===== config.mk =====
export PLATFORM = sky130hd
export DESIGN_NAME = uart_core_flat
export DESIGN_NICKNAME = d
export VERILOG_FILES = /design/src/rtl/uart_if.sv /design/src/rtl/uart_core.sv /design/src/flat_wrapper.sv
export SDC_FILE = /design/constraint.sdc
export NUM_CORES = 1
export LEC_CHECK = 0
export CAP_MARGIN = 15
export CORE_ASPECT_RATIO = 0.9
export CORE_MARGIN = 2
export CORE_UTILIZATION = 38
export DETAILED_ROUTE_END_ITERATION = 16
export PLACE_DENSITY = 0.61
export SLEW_MARGIN = 15
export SYNTH_ARGS = -nofsm -noshare
export SYNTH_HDL_FRONTEND = slang
export SYNTH_SLANG_ARGS = --single-unit

===== constraint.sdc =====
create_clock -name clk -period 2.3 [get_ports clk]
set_input_delay 0.345 -clock clk [delete_from_list [all_inputs] [get_ports clk]]
set_output_delay 0.345 -clock clk [all_outputs]
set_load 0.03 [all_outputs]

===== src/rtl/uart_if.sv =====
// uart_if: transmit request/line and receive line/result signals of uart_core
//   run, din         : transmit request and byte to send
//   tx               : serial transmit line
//   rx               : serial receive line
//   dout, done, err  : received byte, frame-complete pulse, framing error
interface uart_if;
  logic       run;
  logic [7:0] din;
  logic       tx;
  logic       rx;
  logic [7:0] dout;
  logic       done;
  logic       err;
  modport master (output run, din, rx, input tx, dout, done, err);
  modport slave (input run, din, rx, output tx, dout, done, err);
endinterface


===== src/rtl/uart_core.sv =====
// uart_core: 8N1 UART with independent transmitter and receiver FSMs
//   clk    : clock, all state on rising edge
//   rst_n  : asynchronous active-low reset
//   u      : uart_if slave (run/din/tx transmit side, rx/dout/done/err receive side)
module uart_core #(
  parameter int CLKS_PER_BIT = 16
) (
  input logic   clk,
  input logic   rst_n,
  uart_if.slave u
);
  localparam int CW = $clog2(CLKS_PER_BIT + 1);
  localparam logic [CW-1:0] LAST = CW'(CLKS_PER_BIT - 1);
  // the edge detector already absorbs the synchronizer delay, so mid-start lands HALF+1 edges after START entry
  localparam logic [CW-1:0] HALF = CW'(CLKS_PER_BIT / 2 - 1);
  typedef enum logic [1:0] {IDLE, START, DATA, STOP} state_t;
  state_t ts, ts_n, rs, rs_n;
  logic [CW-1:0] tc, tc_n, rc, rc_n;
  logic [2:0] tbit, tbit_n, rbit, rbit_n;
  logic [7:0] tsh, tsh_n, rsh, rsh_n, dout_n;
  logic s1, s2, s3, done_n, err_n;
  always_comb begin
    ts_n = ts;
    tc_n = tc + 1'b1;
    tbit_n = tbit;
    tsh_n = tsh;
    case (ts)
      IDLE: begin
        tc_n = '0;
        if (u.run) begin
          ts_n = START;
          tsh_n = u.din;
        end
      end
      START: if (tc == LAST) begin
        ts_n = DATA;
        tc_n = '0;
        tbit_n = '0;
      end
      DATA: if (tc == LAST) begin
        tc_n = '0;
        tbit_n = tbit + 1'b1;
        if (tbit == 3'd7) ts_n = STOP;
      end
      default: if (tc == LAST) begin
        // a pending request chains straight into the next start bit
        tc_n = '0;
        ts_n = u.run ? START : IDLE;
        tsh_n = u.run ? u.din : tsh;
      end
    endcase
  end
  assign u.tx = ts == START ? 1'b0 : ts == DATA ? tsh[tbit] : 1'b1;
  always_comb begin
    rs_n = rs;
    rc_n = rc + 1'b1;
    rbit_n = rbit;
    rsh_n = rsh;
    dout_n = u.dout;
    err_n = u.err;
    done_n = 1'b0;
    case (rs)
      IDLE: begin
        rc_n = '0;
        if (s3 && !s2) rs_n = START;
      end
      START: if (rc == HALF) begin
        rc_n = '0;
        rbit_n = '0;
        rs_n = s2 ? IDLE : DATA;
      end
      DATA: if (rc == LAST) begin
        rc_n = '0;
        rbit_n = rbit + 1'b1;
        rsh_n = {s2, rsh[7:1]};
        if (rbit == 3'd7) rs_n = STOP;
      end
      default: if (rc == LAST) begin
        rc_n = '0;
        rs_n = IDLE;
        dout_n = rsh;
        err_n = !s2;
        done_n = 1'b1;
      end
    endcase
  end
  always_ff @(posedge clk or negedge rst_n)
    if (!rst_n) begin
      ts <= IDLE;
      tc <= '0;
      tbit <= '0;
      tsh <= '0;
      rs <= IDLE;
      rc <= '0;
      rbit <= '0;
      rsh <= '0;
      {s1, s2, s3} <= 3'b111;
      u.dout <= '0;
      u.err <= 1'b0;
      u.done <= 1'b0;
    end else begin
      ts <= ts_n;
      tc <= tc_n;
      tbit <= tbit_n;
      tsh <= tsh_n;
      rs <= rs_n;
      rc <= rc_n;
      rbit <= rbit_n;
      rsh <= rsh_n;
      {s1, s2, s3} <= {u.rx, s1, s2};
      u.dout <= dout_n;
      u.err <= err_n;
      u.done <= done_n;
    end
endmodule


===== src/flat_wrapper.sv =====
// flat-port wrapper written by rule: the top's interface ports become plain ports
module uart_core_flat 
#(
  parameter int CLKS_PER_BIT = 16
)
  (clk, rst_n, u_run, u_din, u_rx, u_tx, u_dout, u_done, u_err);
  uart_if u_i ();
  input logic clk;
  input logic rst_n;
  input wire logic [$bits(u_i.run)-1:0] u_run;
  input wire logic [$bits(u_i.din)-1:0] u_din;
  input wire logic [$bits(u_i.rx)-1:0] u_rx;
  output wire logic [$bits(u_i.tx)-1:0] u_tx;
  output wire logic [$bits(u_i.dout)-1:0] u_dout;
  output wire logic [$bits(u_i.done)-1:0] u_done;
  output wire logic [$bits(u_i.err)-1:0] u_err;
  assign u_i.run = u_run;
  assign u_i.din = u_din;
  assign u_i.rx = u_rx;
  assign u_tx = u_i.tx;
  assign u_dout = u_i.dout;
  assign u_done = u_i.done;
  assign u_err = u_i.err;
  uart_core #(.CLKS_PER_BIT(CLKS_PER_BIT)) u_core (.clk(clk), .rst_n(rst_n), .u(u_i));
endmodule

# ---- After elaboration in Yosys (flattened, before gate mapping)
# Cells that the tools add are included.
dict set report classes {
  addsub 4
  magnitude_cmp 1
  n_eq_ne 17
  muxes 34
  n_bitwise 2
  reduce_logical 17
}
# cell n
set op_table {}
lappend op_table {{$mux W2} 11}
lappend op_table {{$mux W5} 4}
lappend op_table {{$mux W8} 2}
lappend op_table {{$pmux W8 S2} 1}
lappend op_table {{$ne A2 B1 Y1 const B} 7}
lappend op_table {{$mux W3} 4}
lappend op_table {{$pmux W2 S3} 2}
lappend op_table {{$pmux W3 S2} 2}
lappend op_table {{$add A5 B1 Y5 const B} 2}
lappend op_table {{$eq A5 B4 Y1 const B} 2}
lappend op_table {{$pmux W5 S2} 1}
lappend op_table {{$reduce_and A5 Y1} 2}
lappend op_table {{$add A3 B1 Y3 const B} 2}
lappend op_table {{$eq A3 B3 Y1 const B} 2}
lappend op_table {{$mux W1} 6}
lappend op_table {{$reduce_and A2 Y1} 3}
lappend op_table {{$reduce_and A3 Y1} 2}
lappend op_table {{$reduce_bool A2 Y1} 3}
lappend op_table {{$eq A5 B3 Y1 const B} 1}
lappend op_table {{$eq A2 B1 Y1 const B} 2}
lappend op_table {{$eq A2 B2 Y1 const B} 2}
lappend op_table {{$logic_not A2 Y1} 2}
lappend op_table {{$lt A3 B4 Y1 const B} 1}
lappend op_table {{$bmux W1 S3} 1}
lappend op_table {{other kinds (7)} 8}
dict set report totals {
  register_bits 49
  inputBits 12
  out_inout_bits 11
  wordCells 89
}

# ---- Depth between registers and ports, before layout
# Gate-level depths: netlist of the first run.
dict set report depth {
  word_depth 4
  mapped_depth 6
  ltp_nobuf 5
}

# ---- Worst setup path after synthesis of the first run
# OpenSTA, ideal clock, no wires.
dict set report synth_path {
  path_kind {register to output}
  start {reg u_core.tbit[0]}
  end {out u_tx}
  arrival_time_ns 1.401
  required_time_ns 1.955
  path_slack_ns 0.554
  path_stages_with_launch 4
  path_buffers 0
  cell_sequence {dfrtp_1 mux4_2 nand2b_1 a41oi_1}
}
dict set report synth_between {
  elab_chain_cells 4
}
# element line_no
set synth_rtl {}
lappend synth_rtl {{from (decl)} uart_core.sv:19} ;# logic [2:0] tbit, tbit_n, rbit, rbit_n;
lappend synth_rtl {{from (signal assigned)} uart_core.sv:104} ;# tbit <= tbit_n;
lappend synth_rtl {{$bmux W1 S3} uart_core.sv:53} ;# assign u.tx = ts == START ? 1'b0 : ts == DATA ? tsh[tbit] : 1'b1;
lappend synth_rtl {{$mux W1 (implied by the code)} uart_core.sv:53}
lappend synth_rtl {{$mux W1 (2 in a row)} uart_core.sv:53}
lappend synth_rtl {{to (decl)} flat_wrapper.sv:13} ;# output wire logic [$bits(u_i.tx)-1:0] u_tx;
# Every way passes these cells. The select of a mux whose other input is x is not followed.

# ---- Worst setup path in the final report of the first run
# Same ends and word-level chain as after synthesis.

==> summary.txt, run 1 <==
outcome - complete, no violations
CP Capture Type - output pin
Fmax - 463 MHz
1st-pass router iterations - 3
post-place setup slack - 0.148 ns
Overflow after GRT - 0
Simple-Gate Fraction of Synth Area - 10.1%
sequential share of the synthesized area - 52.9%
worst skew pair latency - 0.31 ns
Synth top area share - 49.5%
Final setup viols - 0
initial antenna violation count - 0
Yosys top cell by area - dfrtp_1
Core Util, Final - 44.7%
vias in the first global route - 1444
Post-synth ARST share - 100%
CP max FO - 7
antenna fix cells - 0
I/O Buffers - 22
H-tree lvl count - 2
DRC Markers - 0
total setup buffers inserted after CTS - 0
full die area - 0.00676 mm2
CTS root buf - clkbuf_8
Final ANT Viol Nets - 0
Setup Skew - 0.00956 ns
synthesized-area fraction occupied by adder cells - 5.92%
Post-synth EDFFs - 0
cell area after synthesis - 0.00232 mm2
Data required, critical path - 1.96 ns
sequential cell area - 0.00123 mm2
mean number of vias per cell - 5.18
CTS buffer count - 5
yosys warns - 0
clock transition at the registers of the reported paths - 0.09 ns
Routed WL - 3890 um
total power - 0.00265 W
RSZ-0062 raised after global routing - false
compound-gate portion of the synthesized area - 6.40%
largest family of logic cells by synthesized area - multiplexers
GP Congestion - 0.780
Nets - 211
Starting Density - 38.7%
Synth area leaders - dfrtp_1, mux2_4, ha_1, mux2_1, dfstp_2
area delta synth->final - 15.7%
Die Span X - 86.4 um
largest net degree at the start of global routing - 27
# IOs - 23
DR iter-0 viols - 35
net count after synthesis - 187
Netlist cell types - 41
Multi-input gate area - 0.00101 mm2
Syn Area/Cell - 14.2 um2
count leader, synth - dfrtp_1
chip height - 78.2 um
Worst Setup Path Type - reg2out
Max VDD drop - 520 uV
total core area - 0.00601 mm2
fin. max-slew vios - 0
TritonCTS clock tree - yes
setup_tns - 0 ns
total track usage - 13.0%
Sink Count - 49
power per cell area - 987 mW/mm2
CP max stage delay - 0.50 ns
DR WL/cell - 14.9 um
std cell rows - 27
worst rel slew slack - 63.7%
most common library cells after synthesis - dfrtp_1, mux2_4, mux2_1, ha_1, inv_1
worst slew pin tran - 0.545 ns
Final Hold Vio Count - 0
layout cell share with drive strength beyond 1 - 20.6%
leakage - 1.24 nW
final period utilization - 94.0%
mux contribution to synthesized area - 19.2%
Worst EP arrival - 1.82 ns
post-route setup slack - 0.139 ns
synthesized instance count - 164
ys flop type - dfrtp_1
Fill cells - 542
Final min period - 2.16 ns
CTS Buffer Depth - 2
global-route wire length before repair - 6870 um
post-synthesis register bit count - 49
dpl cells - 253
Synth Area in XOR/XNOR - 1.88%
critical-path cell list - mux4_2 > nand2b_1 > a41oi_1 > dlygate4sd2_1
worst min-delay path class - in2async
vias - 1353
CP max stage cell - mux4_2
crit start category - flop
Max-Cap Viols - 0
HPWL after DPL - 2850 um
non-filler cells in the finished layout - 261
[worst paths after layout]
path	from	endpoint	slack [ns]	cells past startpoint
max	u_core.tbit[0]	u_tx	0.14	4
min	rst_n	u_core.u.err	0.008	1
max reg2reg	u_core.tc[0]	u_core.tsh[7]	0.45	4
min reg2reg	u_core.s1	u_core.s2	0.35	0
max in group asynchronous	rst_n	u_core.s1	1.68	2
min in group clk	u_core.s1	u_core.s2	0.35	0
[kinds of logic (layout without fill, tap and decap cells)]
logic type                 Yosys count  after routing
DFF                                 49             49
muxes                               34             34
and+or+nand+nor                     34             34
AOI/OAI and AO/OA                   18             18
buffers and inverters               13             38
adders and majority gates           11             11
xor gates and xnor gates             5              5
[final cells by class]
| type | instances | area share (%) |
|---|---|---|
| Clock buffer | 6 | 3.07 |
| Clock inverter | 2 | 0.512 |
| Inverter | 7 | 0.977 |
| Multi-Input combinational cell | 102 | 37.6 |
| Sequential cell | 49 | 45.8 |
| Tap cell | 72 | 3.35 |
| Timing Repair Buffer | 23 | 8.70 |
[routing by layer]
layer | global-route usage (%) | wire, um | up-vias
li1 | - | - | 638
met1 | 16.4 | 1780 | 684
met2 | 21.2 | 1930 | 24
met3 | 4.31 | 128 | 7
met4 | 3.75 | 48 | 0
met5 | 0 | 0 | -
[registers in the layout, indices dropped and copies added (netlist names), 2 cells and up]
signal         cells
u_core.rsh         8
u_core.tsh         8
u_core.u.dout      8
u_core.rc          5
u_core.tc          5
u_core.rbit        3
u_core.tbit        3
u_core.rs          2
u_core.ts          2
[where the power goes]
| group | leakage [nW] | internal, W | switching [W] |
|---|---|---|---|
| clock network | 0.0512 | 0.000244 | 0.000294 |
| registers | 0.634 | 0.00106 | 0.000206 |
| logic | 0.550 | 0.000455 | 0.000394 |
| total | 1.24 | 0.00176 | 0.000895 |
[per-stage QoR]
| stage | hold slack, ns | area, um2 |
|---|---|---|
| after global placement | 0.345 | 2590 |
| after floorplan | 0.0494 | 2320 |
| after CTS | 0.0254 | 2690 |
| after detailed placement | 0.349 | 2590 |
| final | 0.00803 | 2690 |
| after global routing | 0.0361 | 2690 |
[repair_timing]
item	CTS	global route
resized for setup	1	1
endpoints found under the setup margin	1	1
hold buffers	0	0
[cell usage in the layout, fill, tap and decap left out, drive strengths merged]
cell	synthesis	routed
dfrtp	46	46
mux2	30	30
clkdlybuf4s50	0	20
ha	11	11
inv	7	7
clkbuf	0	6
nor3b	5	5
nor2	5	5
nand3	5	5
nor3	4	4
o21ai	4	4
and2	3	3
xnor2	3	3
mux2i	3	3
o2bb2ai	3	3
dfstp	3	3
and3b	3	3
a21oi	2	2
xor2	2	2
nand2b	2	2
a311oi	2	2
nor2b	2	2
a22o	2	2
a31oi	2	2
and4b	2	2
clkinv	0	2
buf	6	2
nand4bb	1	1
a32o	1	1
mux4	1	1
nand3b	1	1
a41oi	1	1
o221ai	1	1
nand2	1	1
dlygate4sd2	0	1
[critical path: cells and delay by family, from the launching register on]
kind            cells  cell delay (ns)
mux                 1             0.50
simple gates        1             0.10
flops               1             0.44
buf+inv             1             0.37
compound gates      1             0.10
No activity file was read; power rests on OpenSTA's default activity.
==> inputs of run 2 (changes only) <==
Settings changed: CORE_UTILIZATION 38 to 54, PLACE_DENSITY 0.61 to 0.8.
==> run 2 against run 1 <==
Cell count decreased by 9.2%. Final area decreased by 0.84%. Worst hold slack improved by 0.12 ns. Wire length decreased by 4.8%. Highest routed layer unchanged. Critical endpoint unchanged.
==> summary.txt, run 2 (synthesis results as in run 1) <==
worst rel slew slack - 60.6% (-3.0 points)
layout cell share with drive strength beyond 1 - 20.1% (-0.53 points)
DR iter-0 viols - 53 (+51%)
total core area - 0.00410 mm2 (-32%)
dpl cells - 229 (-9.5%)
vias - 1322 (-2.3%)
I/O Buffers - 22 (unchanged)
Final min period - 2.19 ns (+0.0326 ns)
Overflow after GRT - 0 (unchanged)
full die area - 0.00485 mm2 (-28%)
# hold bufs at CTS - 0 (unchanged)
Setup Skew - 0.00846 ns (-0.00109 ns)
r2r setup slk - 0.46 ns (about the same)
Fmax - 456 MHz (-1.5%)
CP max stage cell - mux4_2
H-tree lvl count - 2 (unchanged)
Routed WL - 3710 um (-4.8%)
worst skew pair latency - 0.30 ns (about the same)
total track usage - 18.2% (+5.2 points)
critical-path cell list - mux4_2 > nand2b_1 > a41oi_1 > dlygate4sd2_1
Core Util, Final - 65.0% (+20 points)
Worst EP arrival - 1.85 ns (+0.03 ns)
final period utilization - 95.4% (+1.4 points)
crit start category - flop
Sink Count - 49 (unchanged)
power per cell area - 1030 mW/mm2 (+4.3%)
worst min-delay path class - in2async
HPWL after DPL - 2550 um (-10%)
1st-pass router iterations - 4 (+1)
DRC Markers - 0 (unchanged)
std cell rows - 22 (-19%)
CP Capture Type - output pin
# IOs - 23 (unchanged)
area delta synth->final - 14.7%
Starting Density - 56.7% (+18 points)
Data required, critical path - 1.96 ns (about the same)
Final ANT Viol Nets - 0 (unchanged)
Worst Setup Path Type - reg2out
CTS Buffer Depth - 2 (unchanged)
family with the most delay on the worst path - multiplexers
Nets - 211 (unchanged)
chip height - 66.2 um (-15%)
mean number of vias per cell - 5.58 (+7.6%)
Final Hold Vio Count - 0 (unchanged)
post-place setup slack - 0.119 ns (-0.0293 ns)
CTS buffer count - 5 (unchanged)
CP max stage delay - 0.52 ns (+0.02 ns)
largest registers - u_core.rsh x8, u_core.tsh x8, u_core.u.dout x8
CTS root buf - clkbuf_8
total power - 0.00275 W (+3.4%)
most frequent cells in the layout - dfrtp_1, clkdlybuf4s50_1, mux2_4, mux2_1, ha_1
fin. max-slew vios - 0 (unchanged)
GP Congestion - 0.741 (-4.9%)
Buf/Inv on CP - 1 (unchanged)
leakage - 1.24 nW (+0.22%)
Max-Cap Viols - 0 (unchanged)
Die Span X - 73.2 um (-15%)
CP max FO - 7 (unchanged)
Max VDD drop - 817 uV (+57%)
leading cell type in the layout, fill and taps excluded - dfrtp_1
antenna fix cells - 0 (unchanged)
post-route setup slack - 0.106 ns (-0.0326 ns)
setup_tns - 0 ns (unchanged)
worst slew pin tran - 0.591 ns (+0.0457 ns)
Final setup viols - 0 (unchanged)
clock transition at the registers of the reported paths - 0.08 ns (about the same)
TritonCTS clock tree - yes
total setup buffers inserted after CTS - 0 (unchanged)
vias in the first global route - 1446 (+0.14%)
initial antenna violation count - 0 (unchanged)
non-filler cells in the finished layout - 237 (-9.2%)
largest net degree at the start of global routing - 50 (+85%)
outcome - complete, no violations
Fill cells - 295 (-46%)
RSZ-0062 raised after global routing - false
DR WL/cell - 15.6 um (+4.9%)
global-route wire length before repair - 6620 um (-3.6%)
==> run 2: final cells by class <==
class	instances	area [um2]	share of cell area, %
clock buffer	7	86.3	3.24
clock inverter	1	30.0	1.13
inverter	7	26.3	0.985
multi-input combinational	102	1010	37.9
sequential	49	1230	46.2
tap	48	60.1	2.25
timing repair buffer	23	221	8.31
==> run 2: worst paths after layout <==
path,startpoint,to,cells after the start
min reg2reg,u_core.s1,u_core.s2,0
min,rst_n,u_core.rsh[0],2
min in group clk,u_core.s1,u_core.s2,0
max,u_core.tbit[0],u_tx,4
max reg2reg,u_core.ts[0],u_core.ts[1],5
max in group asynchronous,rst_n,u_core.tbit[0],2
==> run 2: report_power, final <==
part	switching [W]	internal (W)	total [W]	leakage (nW)
logic	0.000398	0.000453	0.000850	0.546
registers	0.000209	0.00106	0.00127	0.634
clock network	0.000271	0.000355	0.000626	0.0585
==> run 2: metal layers <==
layer / track usage (%) / wire, um / vias up
met2: 29.8 / 1800 / 28
met4: 5.32 / 18 / 0
li1: - / - / 635
met5: 0 / 0 / -
met1: 22.3 / 1740 / 657
met3: 6.71 / 154 / 2
==> run 2: through the flow <==
stage	instance area, um2	hold WS [ns]
CTS	2670	0.149
finish	2670	0.129
floorplan	2320	0.0494
global route	2670	0.168
detailed placement	2550	0.349
global placement	2550	0.347
==> run 2: repair_timing <==
action / in CTS / in global routing
setup endpoints to repair: 1 / 1
gates resized for setup: 1 / 1
cloned: 0 / 0
==> run 2: worst reg2reg max path: stages, from the launching register on <==
cell and delay, ns:
dfrtp_1 0.42, inv_1 0.09, ha_1 0.38, nor3b_1 0.33, o221ai_2 0.16, mux2_1 0.34
